File: src/rtl/hazard_pkg.sv
// Shared definitions for the pipeline hazard controller: FSM state
// encodings and the hard-wired zero register index.
package hazard_pkg;

  typedef enum logic [1:0] {
    HZ_RUN    = 2'b00,
    HZ_STALL  = 2'b01,
    HZ_FREEZE = 2'b10
  } hzState_t;

  // Index of the hard-wired zero register; writes to it are discarded,
  // so a load targeting it can never create a true dependence.
  localparam int REG_ZERO = 0;

endpackage

File: src/rtl/hazard_sat_counter.sv
// Saturating up-counter used for the hazard performance statistics.
// Holds at all-ones instead of wrapping.
module hazard_sat_counter #(
  parameter int CNT_W = 32
) (
  input  logic             clk,
  input  logic             reset,
  input  logic             inc,
  output logic [CNT_W-1:0] count
);

  // Count qualifying events, sticking at the maximum value.
  always_ff @(posedge clk or posedge reset) begin
    if (reset) begin
      count <= '0;
    end else if (inc && (count != '1)) begin
      count <= count + CNT_W'(1);
    end
  end

endmodule

File: src/rtl/pipeline_hazard_ctrl.sv
// Hazard and sequencing controller for the 5-stage pipeline.
// Generates PC / pipeline-register enables and clear-to-bubble flushes for
// load-use stalls, MEM-stage redirects and data-memory wait freezes.
// Optional macro HAZARD_PERF_CNT_EN adds saturating stall/flush counters.
//
//   state     | meaning
//   ----------+-------------------------------------------------------
//   HZ_RUN    | normal flow, hazard detection active
//   HZ_STALL  | bubble inserted last cycle, load-use masked this cycle
//   HZ_FREEZE | memory wait last cycle; behaves as RUN once wait drops
//   2'b11     | illegal, treated as RUN
module pipeline_hazard_ctrl
  import hazard_pkg::*;
#(
  parameter int REG_ADDR_W = 5,
  parameter int CNT_W      = 32
) (
  input  logic                  clk,
  input  logic                  reset,
  input  logic [REG_ADDR_W-1:0] if_id_rs,
  input  logic [REG_ADDR_W-1:0] if_id_rt,
  input  logic                  id_uses_rs,
  input  logic                  id_uses_rt,
  input  logic                  id_ex_mem_read,
  input  logic [REG_ADDR_W-1:0] id_ex_rt,
  input  logic                  mem_redirect,
  input  logic                  mem_wait,
  output logic                  pc_en,
  output logic                  if_id_en,
  output logic                  id_ex_en,
  output logic                  ex_mem_en,
  output logic                  mem_wb_en,
  output logic                  if_id_flush,
  output logic                  id_ex_flush,
  output logic                  ex_mem_flush,
`ifdef HAZARD_PERF_CNT_EN
  output logic [CNT_W-1:0]      stall_cnt,
  output logic [CNT_W-1:0]      flush_cnt,
`endif
  output logic [1:0]            hz_state
);

  logic [1:0] stateQ;
  logic [1:0] stateD;
  logic       loadUse;
  logic       inStall;
  logic       bubble;
  logic       redirectAct;

  assign loadUse = id_ex_mem_read
                 && (id_ex_rt != REG_ADDR_W'(REG_ZERO))
                 && ((id_uses_rs && (id_ex_rt == if_id_rs))
                  || (id_uses_rt && (id_ex_rt == if_id_rt)));

  // Only the STALL encoding masks the hazard; FREEZE and the illegal
  // encoding both fall through to RUN behaviour.
  assign inStall     = (stateQ == HZ_STALL);
  assign redirectAct = !mem_wait && mem_redirect;
  assign bubble      = !mem_wait && !mem_redirect && loadUse && !inStall;

  // State register.
  always_ff @(posedge clk or posedge reset) begin
    if (reset) begin
      stateQ <= HZ_RUN;
    end else begin
      stateQ <= stateD;
    end
  end

  // Next-state selection, priority wait > redirect > load-use.
  always_comb begin
    stateD = HZ_RUN;
    if (mem_wait) begin
      stateD = HZ_FREEZE;
    end else if (mem_redirect) begin
      stateD = HZ_RUN;
    end else if (bubble) begin
      stateD = HZ_STALL;
    end
  end

  // Enable and flush decode; everything is held off while reset is high.
  always_comb begin
    pc_en        = 1'b1;
    if_id_en     = 1'b1;
    id_ex_en     = 1'b1;
    ex_mem_en    = 1'b1;
    mem_wb_en    = 1'b1;
    if_id_flush  = 1'b0;
    id_ex_flush  = 1'b0;
    ex_mem_flush = 1'b0;
    if (reset || mem_wait) begin
      pc_en     = 1'b0;
      if_id_en  = 1'b0;
      id_ex_en  = 1'b0;
      ex_mem_en = 1'b0;
      mem_wb_en = 1'b0;
    end else if (mem_redirect) begin
      if_id_flush  = 1'b1;
      id_ex_flush  = 1'b1;
      ex_mem_flush = 1'b1;
    end else if (bubble) begin
      pc_en       = 1'b0;
      if_id_en    = 1'b0;
      id_ex_flush = 1'b1;
    end
  end

  assign hz_state = stateQ;

`ifdef HAZARD_PERF_CNT_EN
  hazard_sat_counter #(.CNT_W(CNT_W)) uStallCnt (
    .clk   (clk),
    .reset (reset),
    .inc   (bubble),
    .count (stall_cnt)
  );

  hazard_sat_counter #(.CNT_W(CNT_W)) uFlushCnt (
    .clk   (clk),
    .reset (reset),
    .inc   (redirectAct),
    .count (flush_cnt)
  );
`else
  // Counter width only matters when the counters are built.
  if (CNT_W < 1) begin : gNoCounters
  end
  logic unusedRedirect;
  assign unusedRedirect = redirectAct;
`endif

endmodule

File: config.mk
export PLATFORM = sky130hd
export DESIGN_NAME = pipeline_hazard_ctrl
export DESIGN_NICKNAME = d
export VERILOG_FILES = /design/src/rtl/hazard_pkg.sv /design/src/rtl/hazard_sat_counter.sv /design/src/rtl/pipeline_hazard_ctrl.sv
export SDC_FILE = /design/constraint.sdc
export NUM_CORES = 1
export LEC_CHECK = 0
export BUFFER_PORTS_ARGS = -buffer_cell sky130_fd_sc_hd__buf_2
export CAP_MARGIN = 10
export CORE_AREA = 5 5 42 44
export CTS_CLUSTER_SIZE = 28
export DETAILED_ROUTE_END_ITERATION = 7
export DIE_AREA = 0 0 47 49
export SLEW_MARGIN = 20
export SYNTH_ARGS = -nofsm -noshare
export SYNTH_HDL_FRONTEND = slang
export SYNTH_SLANG_ARGS = --single-unit
File: constraint.sdc
create_clock -name clk -period 1.2 [get_ports clk]
set_input_delay 0.12 -clock clk [delete_from_list [all_inputs] [get_ports clk]]
set_output_delay 0.12 -clock clk [all_outputs]
set_load 0.1 [all_outputs]
======== After elaboration in Yosys (flattened, before gate mapping) ========
Index checks and enable logic that the tools add are counted.
word-level totals
  logic and storage cells ................. 29
  bits of input ports ..................... 22
  output and inout bits ................... 10
  register bits after elaboration ......... 2
cells by class
  reductions and logical operators ........ 13
  multiplexer cells ....................... 12
  equal/unequal tests ..................... 3
operators by type and width
  cell                                                              count
  1-bit two-way mux                                                 11
  5-bit == test                                                     2
  1-bit logical AND                                                 7
  5-bit nonzero test                                                1
  1-bit zero test                                                   3
  2-bit by 1-bit == test with 1-bit output (second input constant)  1
  1-bit logical OR                                                  2
  2-bit two-way mux                                                 1

======== Longest topological paths before layout ========
Gate-level depths: netlist (run 1).
  depth after elaboration ................. 9
  gate-level depth with buffers ........... 5
  depth with buffers taken out ............ 4

======== Least setup slack after synthesis (run 1) ========
Ideal clock, no wire load.
  path type ............................... reg-to-output
  start point ............................. register stateQ[1], in the netlist hz_state[1]
  end point ............................... output id_ex_flush
  arrival time ............................ 2.990 ns
  cell stages (with the launch flop) ...... 4
  data required time ...................... 1.080 ns
  path slack .............................. -1.910 ns
  cell sequence ........................... dfrtp_1 nand2b_1 o2111ai_2 o41ai_2
on the way
  word-level cells in the longest chain between the ends .. 6
ends and longest elaborated chain
  element                                   line                         source
  start, declared                           pipeline_hazard_ctrl.sv:43   logic [1:0] stateQ;
  start signal, assigned                    pipeline_hazard_ctrl.sv:66   stateQ <= stateD;
  2-bit by 1-bit == test with 1-bit output  pipeline_hazard_ctrl.sv:57   assign inStall = (stateQ == HZ_STALL);
  1-bit zero test                           pipeline_hazard_ctrl.sv:59   assign bubble = !mem_wait && !mem_redirect && loadUse && !inStall;
  1-bit logical AND                         pipeline_hazard_ctrl.sv:59
  1-bit two-way mux                         pipeline_hazard_ctrl.sv:102  end else if (bubble) begin
  1-bit two-way mux                         pipeline_hazard_ctrl.sv:98   end else if (mem_redirect) begin
  1-bit two-way mux                         pipeline_hazard_ctrl.sv:92   if (reset || mem_wait) begin
  end, declared                             pipeline_hazard_ctrl.sv:34   output logic id_ex_flush,
No other way between the ends.

======== Worst setup path after layout (run 1) ========
  start point ............................. input if_id_rs[1]
  end point ............................... output pc_en
on the way
  word-level cells in the longest chain between the ends .. 9
ends and longest elaborated chain
  element                         line                         source
  start, declared                 pipeline_hazard_ctrl.sv:20   input logic [REG_ADDR_W-1:0] if_id_rs,
  5-bit == test                   pipeline_hazard_ctrl.sv:52   && ((id_uses_rs && (id_ex_rt == if_id_rs))
  1-bit logical AND               pipeline_hazard_ctrl.sv:52
  1-bit logical OR                pipeline_hazard_ctrl.sv:53   || (id_uses_rt && (id_ex_rt == if_id_rt)));
  1-bit logical AND               pipeline_hazard_ctrl.sv:52
  1-bit logical AND (2 in a row)  pipeline_hazard_ctrl.sv:59
  1-bit two-way mux               pipeline_hazard_ctrl.sv:102
  1-bit two-way mux               pipeline_hazard_ctrl.sv:98
  1-bit two-way mux               pipeline_hazard_ctrl.sv:92
  end, declared                   pipeline_hazard_ctrl.sv:28   output logic pc_en,
No other way between the ends.

==> run metrics, run 1 <==
1st-iter DRT viols 0; max reg flops 2; Worst R2R Path Depth 4; CTS tree built; status finished with violations; WL/cell 11.40 um; most common cell after layout, fill and taps aside buf_2; post-synthesis net count 53; RSZ-0062 raised after global routing yes; Most used DFF post-synth dfrtp_1; Initial DRT Pass Iterations 1; grt met2 use 14.71%; Lkg Pwr 0.3524 nW; Final Hold Vio Count 0; Layout Skew 0.0008341 ns; Worst VDD drop 0.5390 mV; Placement Rows 14; Finish-stage setup viols 3; failing checks negative setup slack; # fillers 131; routed vias 353; Die Y 49 um; Yosys reg bits 2; min Tclk post-route 1.616 ns; Buffers on Ports 31; Post-Syn Area 279.0 um2; CP arrival 1.50 ns; Worst setup SP type input port; Ports 32; Setup WS post-layout -0.4164 ns; root buf cell clkbuf_4; GRT Residual Overflow 0; synth warn 0; Tightest Pin Transition 0.2977 ns; sequential cell area 55.05 um2; commonest non-fill, non-tap cells in the layout buf_2 (18), buf_12 (10), xor2_1 (8), buf_4 (6), buf_6 (4); Place WS -0.4475 ns; CP max FO 3; GR peak layer met2; met3 usage 4.797%; Async SR Flop Fraction 100.0%; area grow syn2layout 166.8%; core area 1401 um2; Worst EP required 1.08 ns; Internal 315.3 uW; largest net degree at the start of global routing 4; Avg Cell Area, Syn 9.001 um2; Nets 93; register area share after synthesis 17.94%; min-delay worst type input port to flip-flop; NetSw 219.9 uW; Fmax 0.6187 GHz; Yosys top cell area share 25.11%; clk slew on worst S/H paths 0.03 ns; CP Class input port to output pin; Max-Cap Viols 0; Final Max Tran Viols 0; CTS buffer count 3; Die ar. 2303 um2; Final GP Congestion 0.6477; top cells by area, synth xor2_1 (25%), dfrtp_1 (18%), buf_4 (11%); normalized max-slew margin 79.97%; vias in the first global route 396; initial antenna violation count 0; worst-skew pair later-pin latency 0.22 ns; first-pass GRT wire length 1580 um; biggest area consumer among synthesized cells xor2_1; multi-input logic area 241.5 um2; final period utilization 134.7%; layout cells sized above 1 75.36%; clock power share 26.9%; clock sink count 2; Mapped Cells 31; Sw Ratio 41.08%; DP HPWL 912.4 um; GRT Total Usage 9.289%; Antenna Cells 0; die width 47 um; post-synth cell types 17; Cell Pwr Density 719.0 nW/um2; hold path cells 2; number of synthesized flops with an enable pin 0; met1 usage 9.868%; antenna-violating nets left 0; CTS max path bufs 2; combinational power share 59.6%; Routed WL 969 um; number of remaining DRC errors 0; Vias/cell 4.153; Starting Density 19.91%; final hold slack 0.1298 ns; H-tree lvl count 1; crit end category output pin; Reg power frac 13.5%
-- metal layers --
layer | vias to the layer above | part of all wire, %
met2 | 18 | 54
met1 | 155 | 36
met3 | 0 | 11
li1 | 180 | -
met4 | 0 | 0
met5 | - | 0
-- final cells by class --
class	instances	share of cell area, %
flip-flops and latches	2	7.395
clock buffers	3	3.025
well taps	16	2.689
multi-input cells	22	32.44
repair buffers	39	52.44
inverters	3	2.017
-- kinds of logic (layout without fill, tap and decap cells) --
kind of cell	after synthesis	after routing	synth area share (%)
simple gates	8	8	18.39
flops	2	2	17.94
xor+xnor	10	10	31.39
compound gates	4	4	17.49
buf+inv	7	45	14.80
-- cell usage after synthesis, drive strengths merged, types with 2 or more instances --
cell / number
buf: 4
xnor2: 2
dfrtp: 2
inv: 3
xor2: 8
nor4: 2
-- critical path, cell delays in order --
cell and delay [ns]:
buf_6 0.09, xor2_1 0.16, nor4_2 0.32, a32oi_2 0.19
o31a_2 0.43, buf_12 0.18
-- repair_timing --
action / CTS / global route
hold buffers: 1 / 0
setup endpoints to repair: 3 / 3
endpoints found under the hold margin: 2 / 0
gates resized for setup: 5 / 0
buffers inserted: 0 / 0
pin swaps: 7 / 0
-- power by group through the flow --
stage	logic (mW)	registers, mW	clock network, mW
2_1_floorplan	0.165	0.0872	0
3_3_place_gp	0.308	0.0728	0
3_5_place_dp	0.309	0.0730	0
4_1_cts	0.323	0.0723	0.152
5_1_grt	0.334	0.0724	0.170
6_report	0.319	0.0722	0.144
-- final timing paths --
| path | start | to | slack [ns] |
|---|---|---|---|
| min in group asynchronous | reset | hz_state[0] | 0.35 |
| hold / removal | mem_redirect | hz_state[0] | 0.13 |
| setup reg to reg | hz_state[1] | hz_state[0] | 0.19 |
| max in group asynchronous | reset | hz_state[1] | 0.73 |
| setup / recovery | if_id_rs[1] | pc_en | -0.42 |
| hold reg to reg | hz_state[0] | hz_state[0] | 0.68 |
-- metrics by stage --
| stage | total power, mW | cell area, um2 | setup TNS (ns) | std cells | utilization, % |
|---|---|---|---|---|---|
| CTS | 0.5469 | 744.5 | -1.258 | 85 | 53.13 |
| finish | 0.5352 | 744.5 | -1.212 | 85 | 53.13 |
| global placement | 0.3806 | 681.9 | -1.414 | 81 | 48.66 |
| global route | 0.5764 | 744.5 | -1.399 | 85 | 53.13 |
| detailed placement | 0.3821 | 681.9 | -1.533 | 81 | 48.66 |
| floorplan | 0.2518 | 346.6 | -2.631 | 31 | - |
No activity file was read; power rests on OpenSTA's default activity.
==> run 2: changes to the inputs <==
--- a/config.mk
+++ b/config.mk
@@ -5,12 +5,13 @@
 export SDC_FILE = /design/constraint.sdc
 export NUM_CORES = 1
 export LEC_CHECK = 0
-export BUFFER_PORTS_ARGS = -buffer_cell sky130_fd_sc_hd__buf_2
+export BUFFER_PORTS_ARGS = -buffer_cell sky130_fd_sc_hd__clkbuf_2
 export CAP_MARGIN = 10
 export CORE_AREA = 5 5 42 44
 export CTS_CLUSTER_SIZE = 28
 export DETAILED_ROUTE_END_ITERATION = 7
 export DIE_AREA = 0 0 47 49
+export RECOVER_POWER = 100
 export SLEW_MARGIN = 20
 export SYNTH_ARGS = -nofsm -noshare
 export SYNTH_HDL_FRONTEND = slang
==> run metrics, run 2 (synthesis gave the netlist of run 1 again) <==
CTS tree built; CP Class flip-flop to output pin; Buffers on Ports 31 (unchanged); grt met2 use 16.06% (+1.4 points); Worst path max stage delay 0.40 ns (-0.03 ns); CTS max path bufs 2 (unchanged); Reg power frac 13.0% (-0.5 points); Die Y 49 um (unchanged); Lkg Pwr 0.3673 nW (+4.2%); status finished with violations; max reg flops 2 (unchanged); RR Startpoint hz_state[1]; Total Power 556.6 uW (+4.0%); Worst R2R Path Depth 4 (unchanged); final hold slack 0.1383 ns (+0.008492 ns); Nets 95 (+2.2%); antenna-violating nets left 0 (unchanged); area grow syn2layout 177.1%; crit end category output pin; DP HPWL 866.9 um (-5.0%); Layout Skew 0.003402 ns (+0.002568 ns); largest net degree at the start of global routing 4 (unchanged); number of remaining DRC errors 0 (unchanged); RR Endpoint hz_state[0]; Starting Density 19.91% (unchanged); WL/cell 12.05 um (+5.7%); H-tree lvl count 1 (unchanged); worst-path cell chain nand2b_4 > o2111ai_4 > buf_6 > o41ai_4 > buf_12; met3 usage 6.642% (+1.8 points); Placement Rows 14 (unchanged); Routed WL 1048 um (+8.2%); CTS buffer count 3 (unchanged); CP max FO 2 (-1); slowest CP cell dfrtp_4; initial antenna violation count 0 (unchanged); clock sink count 2 (unchanged); Worst setup SP type flip-flop; Finish-stage setup viols 5 (+2); CP Buf/Inv Count 2 (unchanged); Vias/cell 4.402 (+6.0%); Setup crit end id_ex_flush; Final Hold Vio Count 0 (unchanged); met1 usage 10.28% (+0.42 points); Die ar. 2303 um2 (unchanged); NetSw 235.1 uW (+6.9%); normalized max-slew margin 76.91% (-3.1 points); RSZ-0062 raised after global routing yes; Worst setup startpoint hz_state[1]; clock power share 27.5% (+0.6 points); Cell Pwr Density 719.9 nW/um2 (+0.13%); routed vias 383 (+8.5%); min Tclk post-route 1.598 ns (-0.01797 ns); Internal 321.6 uW (+2.0%); GRT Total Usage 10.62% (+1.3 points); clk slew on worst S/H paths 0.03 ns (about the same); most common cell after layout, fill and taps aside clkbuf_2; Final Max Tran Viols 0 (unchanged); worst-skew pair later-pin latency 0.23 ns (about the same); die width 47 um (unchanged); Sw Ratio 42.23% (+1.1 points); core area 1401 um2 (unchanged); Setup WS post-layout -0.3984 ns (+0.01797 ns); GR peak layer met2; layout cells sized above 1 77.46% (+2.1 points); Worst VDD drop 0.6353 mV (+18%); Max-Cap Viols 0 (unchanged); vias in the first global route 422 (+6.6%); Ports 32 (unchanged); combinational power share 59.5% (about the same); Initial DRT Pass Iterations 1 (unchanged); first-pass GRT wire length 1711 um (+8.3%); Worst path top cell family by delay flip-flops; failing checks negative setup slack; GRT Residual Overflow 0 (unchanged); placed cells 81 (unchanged); setup TNS -1.068 ns (+0.1444 ns); CP arrival 1.48 ns (-0.02 ns); Place WS -0.4218 ns (+0.02566 ns); Final Non-Filler Cells 87 (+2.4%); Antenna Cells 0 (unchanged); min-delay worst type input port to flip-flop; 1st-iter DRT viols 0 (unchanged); Worst R2R Setup Slack 0.21 ns (+0.02 ns); Worst EP required 1.08 ns (about the same); commonest non-fill, non-tap cells in the layout clkbuf_2 (18), buf_12 (9), xor2_1 (7), buf_6 (5), buf_4 (5); Levels on crit path 5 (-1); root buf cell clkbuf_4; Final GP Congestion 0.6553 (+1.2%); final period utilization 133.2% (-1.5 points); Tightest Pin Transition 0.3451 ns (+0.04741 ns); Fmax 0.6256 GHz (+1.1%)
==> run 2: metrics by stage <==
step                instance area [um2]  utilization (%)
finish                            773.2            55.18
CTS                               734.5            52.41
global placement                  681.9            48.66
detailed placement                681.9            48.66
global route                      773.2            55.18
floorplan                         346.6                -
==> run 2: routing by layer <==
layer	vias up	wire length, um
met5	-	0
met4	0	24
met3	4	111
met2	21	552
met1	172	359
li1	186	-
==> run 2: how the worst min path moves through the flow <==
stage | from | to | cells past startpoint
4_1_cts | mem_redirect | hz_state[0] | 2
3_3_place_gp | reset | hz_state[1] | 2
3_5_place_dp | reset | hz_state[1] | 2
5_1_grt | mem_redirect | hz_state[0] | 2
2_1_floorplan | reset | hz_state[1] | 1
6_report | mem_redirect | hz_state[0] | 2
==> run 2: timing repair <==
item                                    in CTS  in global routing
gates cloned                                 0                  0
setup buffers                                0                  2
pin swaps                                    6                  1
endpoints found under the setup margin       3                  3
hold buffers                                 1                  0
endpoints found under the hold margin        2                  0
gates resized for setup                      3                 10
==> run 2: power by group through the flow <==
stage / clock network, mW / logic, mW / registers (mW)
global route: 0.175 / 0.348 / 0.0725
detailed placement: 0 / 0.309 / 0.0728
CTS: 0.165 / 0.319 / 0.0720
floorplan: 0 / 0.165 / 0.0872
global placement: 0 / 0.308 / 0.0728
finish: 0.153 / 0.331 / 0.0724
==> run 2: cell type report <==
class	instances	area, um2
fillers	127	628.1
repair buffers	41	396.6
multi-input cells	22	264.0
flip-flops and latches	2	55.05
clock buffers	3	22.52
well taps	16	20.02
inverters	3	15.01
==> run 3: changes to the inputs <==
--- a/config.mk
+++ b/config.mk
@@ -5,6 +5,7 @@
 export SDC_FILE = /design/constraint.sdc
 export NUM_CORES = 1
 export LEC_CHECK = 0
+export ABC_AREA = 1
 export BUFFER_PORTS_ARGS = -buffer_cell sky130_fd_sc_hd__clkbuf_2
 export CAP_MARGIN = 10
 export CORE_AREA = 5 5 42 44
==> run metrics, run 3 <==
status finished with violations; failing checks negative setup slack; clk slew on worst S/H paths 0.03 ns (about the same); Worst EP required 1.08 ns (about the same); Final Hold Vio Count 0 (unchanged); Most used DFF post-synth dfrtp_1; Yosys reg bits 2 (unchanged); worst-skew pair later-pin latency 0.22 ns (about the same); Place WS -0.1367 ns (+0.2851 ns); HP Start mem_wait; Final Max Tran Viols 0 (unchanged); RR Endpoint hz_state[0]; RSZ-0062 raised after global routing yes; Max-Cap Viols 0 (unchanged); most common cell after layout, fill and taps aside nand2_1; 1st-iter DRT viols 3 (+3); routed vias 538 (+40%); Tightest Pin Transition 0.4055 ns (+0.06035 ns); Final GP Congestion 0.7463 (+14%); CTS max path bufs 2 (unchanged); Avg Cell Area, Syn 4.821 um2 (-46%); Worst setup startpoint hz_state[1]; Finish-stage setup viols 5 (unchanged); Worst setup SP type flip-flop; root buf cell clkbuf_4; Vias/cell 4.107 (-6.7%); Yosys top cell area share 30.10% (+5.0 points); Routed WL 1108 um (+5.7%); commonest non-fill, non-tap cells in the layout nand2_1 (28), clkbuf_2 (21), inv_1 (11), buf_12 (11), inv_2 (8); first-pass GRT wire length 1883 um (+10%); placed cells 127 (+57%); Hold Path End hz_state[1]; synth warn 0 (unchanged); core area 1401 um2 (unchanged); crit end category output pin; # fillers 147 (+16%); Final Non-Filler Cells 131 (+51%); Mapped Cells 75 (+140%); post-synthesis net count 97 (+83%); Fmax 0.6844 GHz (+9.4%); Die Y 49 um (unchanged); RR Startpoint hz_state[1]; Worst path max stage delay 0.48 ns (+0.08 ns); normalized max-slew margin 72.87% (-4.0 points); Ports 32 (unchanged); post-synth cell types 13 (-4); synth cell count leaders nand2_1 (29), inv_1 (13), nor2_1 (8); Nets 139 (+46%); Worst R2R Setup Slack 0.20 ns (about the same); Starting Density 25.80% (+5.9 points); min-delay worst type input port to flip-flop; number of synthesized flops with an enable pin 0 (unchanged); CP max FO 3 (+1); Die ar. 2303 um2 (unchanged); Worst R2R Path Depth 3 (-1); most numerous cell in the Yosys netlist nand2_1; CP arrival 1.34 ns (-0.14 ns); Initial DRT Pass Iterations 3 (+2); Post-Syn Area 361.6 um2 (+30%); Buffers on Ports 31 (unchanged); slowest CP cell dfrtp_4; clock sink count 2 (unchanged); Layout Skew 0.002338 ns (-0.001064 ns); GRT Residual Overflow 0 (unchanged); Async SR Flop Fraction 100.0% (unchanged); area grow syn2layout 130.4%; Antenna Cells 0 (unchanged); CP Class flip-flop to output pin; WL/cell 8.458 um (-30%); die width 47 um (unchanged); min Tclk post-route 1.461 ns (-0.1372 ns); CTS tree built; antenna-violating nets left 0 (unchanged); number of remaining DRC errors 0 (unchanged); Lkg Pwr 0.4735 nW (+29%); top cells by area, synth nand2_1 (30%), dfrtp_1 (14%), inv_1 (13%); vias in the first global route 546 (+29%); max reg flops 2 (unchanged); largest net degree at the start of global routing 5 (+1); register area share after synthesis 13.84% (-4.1 points); GRT Total Usage 10.76% (+0.14 points); final period utilization 121.8% (-11 points); setup TNS -1.020 ns (+0.04794 ns); Cell Pwr Density 657.4 nW/um2 (-8.7%); Setup Buffers After CTS 0 (unchanged); layout cells sized above 1 52.17% (-25 points); initial antenna violation count 0 (unchanged); CTS buffer count 3 (unchanged); hold path cells 2 (unchanged); worst-path cell chain o21ai_4 > nor2_4 > a21oi_4 > buf_12; Placement Rows 14 (unchanged); DP HPWL 1001 um (+15%); Worst VDD drop 0.3549 mV (-44%); H-tree lvl count 1 (unchanged); Setup WS post-layout -0.2612 ns (+0.1373 ns); biggest area consumer among synthesized cells nand2_1
==> run 3: critical path, delay by kind of cell, from the launching register on <==
| family | cells | cell delay, ns |
|---|---|---|
| AO/OA/AOI/OAI | 2 | 0.37 |
| buffers and inverters | 1 | 0.20 |
| flip-flops | 1 | 0.48 |
| AND/OR/NAND/NOR | 1 | 0.07 |
==> run 3: report_power, final <==
part	switching, mW	internal [mW]	leakage [nW]
Clock	0.0333	0.110	0.0138
Combinational	0.201	0.130	0.437
Sequential	0.00207	0.0713	0.0227
Total	0.237	0.311	0.473
==> run 3: worst max path at each step <==
stage / endpoint / slack (ns) / depth (start not counted)
after floorplan: pc_en / -0.65 / 4
after global placement: id_ex_flush / -0.13 / 6
after detailed placement: id_ex_flush / -0.14 / 6
after CTS: id_ex_flush / -0.27 / 6
after global routing: if_id_en / -0.32 / 4
final: if_id_en / -0.26 / 4
==> run 3: through the flow <==
step	hold slack (ns)	cell area, um2	util [%]	total power [mW]
2_1_floorplan	-0.1388	440.4	-	0.2756
3_3_place_gp	0.0004483	790.8	56.43	0.4014
3_5_place_dp	0.002469	790.8	56.43	0.4058
4_1_cts	0.1437	833.3	59.46	0.5613
5_1_grt	0.1288	833.3	59.46	0.5894
6_report	0.1330	833.3	59.46	0.5478
==> run 3: logic make-up after synthesis <==
kind of cell           share of synthesized area [%]
AO/OA/AOI/OAI                                  2.766
flip-flops                                     13.84
buffers and inverters                          28.03
AND/OR/NAND/NOR                                55.37
==> run 3: area by class of cell <==
type / count / area, um2 / area share (%)
multi-input combinational: 50 / 274.0 / 32.88
timing repair buffer: 41 / 387.9 / 46.55
clock buffer: 3 / 22.52 / 2.703
inverter: 19 / 71.32 / 8.559
tap: 16 / 20.02 / 2.402
sequential: 2 / 57.56 / 6.907
==> run 3: routing by layer <==
metal	routed length [um]	up-vias	global-route usage [%]
li1	-	295	-
met5	0	-	0
met3	104	2	1.845
met2	593	24	18.33
met1	401	217	11.16
met4	8	0	7.373
==> run 3: what timing repair did <==
| item | 4_1_cts | 5_1_grt |
|---|---|---|
| gates resized for setup | 2 | 2 |
| endpoints found under the setup margin | 3 | 3 |
| endpoints found under the hold margin | 2 | 0 |
| hold buffers | 1 | 0 |
